File: src/rtl/cache_arbiter_pkg.sv
// Shared types for the cache arbiter: FSM states, memory operation kind and
// requester identity.
package arbiter_types;

    typedef enum logic [2:0] {
        IDLE,
        GNT_I,
        GNT_D,
        RSP_I,
        RSP_D
    } arb_state_t;

    typedef enum logic {
        READ,
        WRITE
    } arb_op_t;

    typedef enum logic {
        SRC_I,
        SRC_D
    } arb_src_t;

endpackage

File: src/rtl/cache_arbiter_if.sv
// Bundle of the icache, dcache and memory-adaptor line ports around the
// cache arbiter.
//   slave  : arbiter view (cache requests in, memory ops out)
//   master : environment view (caches + adaptor)
// Signals:
//   i_read/i_addr -> i_rdata/i_resp              icache miss path
//   d_read/d_write/d_addr/d_wdata -> d_rdata/d_resp  dcache miss/writeback
//   mem_read/mem_write/mem_addr/mem_wdata <- mem_rdata/mem_resp  adaptor
interface cache_arbiter_if #(
    parameter int LINE_W = 256,
    parameter int ADDR_W = 32
);
    logic              i_read;
    logic [ADDR_W-1:0] i_addr;
    logic [LINE_W-1:0] i_rdata;
    logic              i_resp;

    logic              d_read;
    logic              d_write;
    logic [ADDR_W-1:0] d_addr;
    logic [LINE_W-1:0] d_wdata;
    logic [LINE_W-1:0] d_rdata;
    logic              d_resp;

    logic              mem_read;
    logic              mem_write;
    logic [ADDR_W-1:0] mem_addr;
    logic [LINE_W-1:0] mem_wdata;
    logic [LINE_W-1:0] mem_rdata;
    logic              mem_resp;

    modport slave (
        input  i_read, i_addr,
        output i_rdata, i_resp,
        input  d_read, d_write, d_addr, d_wdata,
        output d_rdata, d_resp,
        output mem_read, mem_write, mem_addr, mem_wdata,
        input  mem_rdata, mem_resp
    );

    modport master (
        output i_read, i_addr,
        input  i_rdata, i_resp,
        output d_read, d_write, d_addr, d_wdata,
        input  d_rdata, d_resp,
        input  mem_read, mem_write, mem_addr, mem_wdata,
        output mem_rdata, mem_resp
    );
endinterface

File: src/rtl/cache_arbiter.sv
// Cache arbiter: serialises icache and dcache line transactions onto the
// single memory-adaptor port, one at a time, with round-robin fairness.
// All memory-side and cache-side outputs come straight from registers.
// Ports:
//   clk : system clock, rising edge
//   rst : asynchronous, active-low reset
//   bus : cache_arbiter_if.slave (icache, dcache and adaptor line ports)
module cache_arbiter
    import arbiter_types::*;
#(
    parameter int LINE_W = 256,
    parameter int ADDR_W = 32
) (
    input  logic            clk,
    input  logic            rst,
    cache_arbiter_if.slave  bus
);

    arb_state_t        state_q, state_d;
    arb_src_t          last_q, last_d;
    logic              rd_q, rd_d;
    logic              wr_q, wr_d;
    logic [ADDR_W-1:0] addr_q, addr_d;
    logic [LINE_W-1:0] wdata_q, wdata_d;
    logic [LINE_W-1:0] line_q, line_d;
    logic              i_resp_q, i_resp_d;
    logic              d_resp_q, d_resp_d;

    logic              i_pend;
    logic              d_pend;
    arb_src_t          src;
    arb_op_t           op;

    assign i_pend = bus.i_read;
    assign d_pend = bus.d_read | bus.d_write;

    always_comb begin
        state_d  = state_q;
        last_d   = last_q;
        rd_d     = rd_q;
        wr_d     = wr_q;
        addr_d   = addr_q;
        wdata_d  = wdata_q;
        line_d   = line_q;
        i_resp_d = 1'b0;
        d_resp_d = 1'b0;
        src      = SRC_I;
        op       = READ;

        case (state_q)
            IDLE: begin
                if (i_pend || d_pend) begin
                    // On a tie the requester that did not win last time goes.
                    if (i_pend && d_pend)
                        src = (last_q == SRC_I) ? SRC_D : SRC_I;
                    else
                        src = i_pend ? SRC_I : SRC_D;
                    last_d = src;
                    if (src == SRC_I) begin
                        addr_d  = bus.i_addr;
                        op      = READ;
                        state_d = GNT_I;
                    end else begin
                        addr_d  = bus.d_addr;
                        wdata_d = bus.d_wdata;
                        // A simultaneous read+write is resolved as a write.
                        op      = bus.d_write ? WRITE : READ;
                        state_d = GNT_D;
                    end
                    rd_d = (op == READ);
                    wr_d = (op == WRITE);
                end
            end
            GNT_I, GNT_D: begin
                if (bus.mem_resp) begin
                    line_d   = bus.mem_rdata;
                    rd_d     = 1'b0;
                    wr_d     = 1'b0;
                    i_resp_d = (state_q == GNT_I);
                    d_resp_d = (state_q == GNT_D);
                    state_d  = (state_q == GNT_I) ? RSP_I : RSP_D;
                end
            end
            RSP_I, RSP_D: begin
                state_d = IDLE;
            end
            default: begin
                state_d = IDLE;
            end
        endcase
    end

    always_ff @(posedge clk or negedge rst) begin
        if (!rst) begin
            state_q  <= IDLE;
            last_q   <= SRC_I;
            rd_q     <= 1'b0;
            wr_q     <= 1'b0;
            addr_q   <= '0;
            wdata_q  <= '0;
            line_q   <= '0;
            i_resp_q <= 1'b0;
            d_resp_q <= 1'b0;
        end else begin
            state_q  <= state_d;
            last_q   <= last_d;
            rd_q     <= rd_d;
            wr_q     <= wr_d;
            addr_q   <= addr_d;
            wdata_q  <= wdata_d;
            line_q   <= line_d;
            i_resp_q <= i_resp_d;
            d_resp_q <= d_resp_d;
        end
    end

    assign bus.mem_read  = rd_q;
    assign bus.mem_write = wr_q;
    assign bus.mem_addr  = addr_q;
    assign bus.mem_wdata = wdata_q;
    assign bus.i_rdata   = line_q;
    assign bus.d_rdata   = line_q;
    assign bus.i_resp    = i_resp_q;
    assign bus.d_resp    = d_resp_q;

    // The dcache must never present read and write together.
    a_d_rw_excl: assert property (@(posedge clk) disable iff (!rst)
        (state_q == IDLE) |-> !(bus.d_read && bus.d_write))
        else $warning("cache_arbiter: d_read and d_write both high, issuing write");

endmodule

File: src/flat_wrapper.sv
// flat-port wrapper written by rule: the top's interface ports become plain ports
module cache_arbiter_flat import arbiter_types::*;
#(
    parameter int LINE_W = 256,
    parameter int ADDR_W = 32
)
  (clk, rst, bus_i_read, bus_i_addr, bus_i_rdata, bus_i_resp, bus_d_read, bus_d_write, bus_d_addr, bus_d_wdata, bus_d_rdata, bus_d_resp, bus_mem_read, bus_mem_write, bus_mem_addr, bus_mem_wdata, bus_mem_rdata, bus_mem_resp);
  cache_arbiter_if #(.LINE_W(LINE_W), .ADDR_W(ADDR_W)) bus_i ();
  input  logic clk;
  input  logic rst;
  input wire logic [$bits(bus_i.i_read)-1:0] bus_i_read;
  input wire logic [$bits(bus_i.i_addr)-1:0] bus_i_addr;
  output wire logic [$bits(bus_i.i_rdata)-1:0] bus_i_rdata;
  output wire logic [$bits(bus_i.i_resp)-1:0] bus_i_resp;
  input wire logic [$bits(bus_i.d_read)-1:0] bus_d_read;
  input wire logic [$bits(bus_i.d_write)-1:0] bus_d_write;
  input wire logic [$bits(bus_i.d_addr)-1:0] bus_d_addr;
  input wire logic [$bits(bus_i.d_wdata)-1:0] bus_d_wdata;
  output wire logic [$bits(bus_i.d_rdata)-1:0] bus_d_rdata;
  output wire logic [$bits(bus_i.d_resp)-1:0] bus_d_resp;
  output wire logic [$bits(bus_i.mem_read)-1:0] bus_mem_read;
  output wire logic [$bits(bus_i.mem_write)-1:0] bus_mem_write;
  output wire logic [$bits(bus_i.mem_addr)-1:0] bus_mem_addr;
  output wire logic [$bits(bus_i.mem_wdata)-1:0] bus_mem_wdata;
  input wire logic [$bits(bus_i.mem_rdata)-1:0] bus_mem_rdata;
  input wire logic [$bits(bus_i.mem_resp)-1:0] bus_mem_resp;
  assign bus_i.i_read = bus_i_read;
  assign bus_i.i_addr = bus_i_addr;
  assign bus_i_rdata = bus_i.i_rdata;
  assign bus_i_resp = bus_i.i_resp;
  assign bus_i.d_read = bus_d_read;
  assign bus_i.d_write = bus_d_write;
  assign bus_i.d_addr = bus_d_addr;
  assign bus_i.d_wdata = bus_d_wdata;
  assign bus_d_rdata = bus_i.d_rdata;
  assign bus_d_resp = bus_i.d_resp;
  assign bus_mem_read = bus_i.mem_read;
  assign bus_mem_write = bus_i.mem_write;
  assign bus_mem_addr = bus_i.mem_addr;
  assign bus_mem_wdata = bus_i.mem_wdata;
  assign bus_i.mem_rdata = bus_mem_rdata;
  assign bus_i.mem_resp = bus_mem_resp;
  cache_arbiter #(.LINE_W(LINE_W), .ADDR_W(ADDR_W)) u_core (.clk(clk), .rst(rst), .bus(bus_i));
endmodule
File: config.mk
export PLATFORM = sky130hd
export DESIGN_NAME = cache_arbiter_flat
export DESIGN_NICKNAME = d
export VERILOG_FILES = /design/src/rtl/cache_arbiter_pkg.sv /design/src/rtl/cache_arbiter_if.sv /design/src/rtl/cache_arbiter.sv /design/src/flat_wrapper.sv
export SDC_FILE = /design/constraint.sdc
export NUM_CORES = 1
export LEC_CHECK = 0
export CAP_MARGIN = 20
export CORE_AREA = 2 2 543 545
export DETAILED_ROUTE_END_ITERATION = 16
export DIE_AREA = 0 0 545 547
export GPL_ROUTABILITY_DRIVEN = 0
export PLACE_DENSITY = 0.3
export RECOVER_POWER = 25
export SLEW_MARGIN = 10
export SYNTH_ARGS = -nofsm -noshare
export SYNTH_HDL_FRONTEND = slang
export SYNTH_SLANG_ARGS = --single-unit
File: constraint.sdc
create_clock -name clk -period 2.3 [get_ports clk]
set_input_delay 0.69 -clock clk [delete_from_list [all_inputs] [get_ports clk]]
set_output_delay 0.69 -clock clk [all_outputs]
set_load 0.005 [all_outputs]
==> results.toml <==
[run_status]
status = "complete, no violations"

[routing]
routed_wl_um = 174000
via_per_inst = 2.70
wl_per_cell_um = 24.4
vias = 19300
ant_nets = 0
first_pass_iters = 6
drcViolationCount = 0
drt_iter0_markers = 810

[clocking]
clk_pin_slew_worst_paths_ns = 0.06
numCtsBuffers = 81
cts_buffer_depth = 4
cts_htree_levels = 3
cts_num_sinks = 552
cts_tree = "yes"
root_buffer = "clkbuf_16"
worstSkewPairLatency_ns = 0.77

[sta]
slew_headroom_pct = 29.6
final_hold_viol_count = 0
fmax_ghz = 0.449
tightestPinTransition_ns = 1.06
finalSetupViolations = 0
period_share_pct = 96.8
skew_ns = 0.0560
slew_viol_final = 0
fin_crit_ns = 2.23
final.setup.worst_slack_ns = 0.0728

[critical_path]
cp-end-kind = "primary output"
critPathMaxStageDelay_ns = 0.39
crit_arrival_ns = 1.54
start_kind = "flip-flop"
crit_fanout = 2
path_cells = "clkdlybuf4s15_1"
cp_slowest_cell = "dfrtp_1"
path_class = "reg -> out"
critical_path_buf_inv_count = 1
cp.required_ns = 1.61
cp_top_family = "flip-flops"

[global_routing]
antenna_found_initial = 108
grt_pass1_vias = 20200
grt_pass1_wl_um = 220000
overflow = 0
grt_usage_pct = 11.2
grt_max_degree = 39

[floorplanning]
dieArea_sq_um = 298000
ios = 1386
chipHeight_um = 547
rows = 199
initial_core_util_pct = 8.13
die_w_um = 545
core_sq_um = 293000

[cells_and_area]
nets = 3696
finalInstanceArea_sq_um = 45400
final_common_cell = "clkdlybuf4s50_1"
nFillCells = 32800
drive_gt1_share_pct = 40.1
layout_common_cells = "clkdlybuf4s50_1, dlygate4sd2_1, dfrtp_1, buf_4, mux2_2"
stdcell_count = 7124
area_growth_pct = 90.7

[power_and_ir_drop]
clockPowerShare_pct = 19.6
p_sw_share_pct = 35.8
p_int_w = 0.0431
leakage_nw = 19.3
p_per_area_nw_per_um2 = 1480
pwr-share-comb_pct = 51.9
peakVddDrop_mv = 0.557
power_frac_seq_pct = 28.5
power_w = 0.0672
p_switching_w = 0.0240

[logic_synthesis]
synth_nets = 2144
synth_area_per_cell_sq_um = 15.2
synth-edff-count = 0
ys_warn_count = 0
synth_area_sq_um = 23800
syn_inst = 1562
ys_seq_elements = 552
synthFlopType = "dfrtp_1"
ys_seq_area_share_pct = 58.1
async_flop_share_pct = 100
yosysUniqueCellTypes = 29

[placement]
portBuffers = 1385
dp.cells = 6637
pre_cts_ws_ns = -0.411
dpl_cell_area_sq_um = 41200
dpl.hpwl_um = 140000

[run]
maxCapViolCount = 0

[min_path]
min-delay-path-class = "in -> reg"
[power by group through the flow]
stage / registers, W / logic (W) / clock network [W]
3_5_place_dp: 0.0204 / 0.0337 / 0
2_1_floorplan: 0.0183 / 0.0150 / 0
3_3_place_gp: 0.0204 / 0.0338 / 0
5_1_grt: 0.0198 / 0.0373 / 0.0141
6_report: 0.0191 / 0.0349 / 0.0131
4_1_cts: 0.0196 / 0.0344 / 0.0138
[cells in the mapped netlist, types with 2 or more instances]
cell type,instances,area (sq um)
a21oi_1,35,175
a31oi_1,32,200
buf_2,33,165
buf_4,256,1920
buf_6,27,304
clkbuf_1,23,86.3
dfrtp_1,552,13800
inv_1,4,15.0
mux2_2,283,3190
mux2_4,229,3440
nand2_1,4,15.0
nand3_1,32,160
nor3_1,4,20.0
o21ai_0,32,160
o31ai_1,2,15.0
[per-stage QoR]
stage               TNS (ns)  hold WS (ns)  utilization, %
floorplan                  0         0.394               -
global placement     -173.37         0.491            14.1
detailed placement   -176.62         0.491            14.1
CTS                    -6.88         0.337            15.4
global route         -0.0527         0.439            15.5
finish                     0         0.495            15.5
[registers in the layout, indices dropped and copies added (netlist names)]
signal / count
u_core.bus.mem_addr: 32
u_core.bus.d_rdata: 256
u_core.bus.mem_read: 1
u_core.bus.d_resp: 1
u_core.last_q: 1
u_core.bus.mem_wdata: 256
u_core.state_q: 3
u_core.bus.mem_write: 1
u_core.bus.i_resp: 1
[repair_timing]
| action | in CTS | in global routing |
|---|---|---|
| gates resized for setup | 1288 | 132 |
| buffers inserted | 242 | 79 |
| setup endpoints to repair | 802 | 148 |
| hold buffers | 1 | 0 |
| hold endpoints to repair | 12 | 0 |
[final timing paths]
check | start | endpoint | slack [ns] | depth (start not counted)
max in group asynchronous | rst | u_core.bus.d_rdata[8] | 0.18 | 4
setup reg to reg | u_core.state_q[0] | u_core.bus.d_rdata[236] | 0.23 | 5
hold reg to reg | u_core.bus.mem_wdata[205] | u_core.bus.mem_wdata[205] | 0.50 | 1
min in group asynchronous | rst | u_core.bus.mem_wdata[88] | 0.69 | 2
setup / recovery | u_core.bus.mem_wdata[9] | bus_mem_wdata[9] | 0.07 | 1
hold / removal | bus_d_addr[29] | u_core.bus.mem_addr[29] | 0.50 | 3
[area by class of cell]
type / count / area, sq um / share of cell area, %
diodes: 32 / 80.1 / 0.176
multi-input cells: 666 / 7500 / 16.5
clock inverters: 29 / 387 / 0.852
clock buffers: 113 / 2330 / 5.13
flip-flops and latches: 552 / 13900 / 30.6
well taps: 3919 / 4900 / 10.8
inverters: 4 / 15.0 / 0.0331
repair buffers: 1809 / 16300 / 35.9
[kinds of logic after synthesis]
logic type | share of synthesized area [%]
compound gates | 2.53
buf+inv | 10.5
xor+xnor | 0.0368
mux | 27.8
flops | 58.1
simple gates | 1.03
[routing by layer]
metal	vias up	part of all wire [%]	GRT usage (%)
li1	8374	-	-
met1	9473	42	14.0
met2	1139	43	17.0
met3	236	12	5.57
met4	46	2.9	3.09
met5	-	0.18	0
Note: power is estimated with default switching activity, not from simulation.
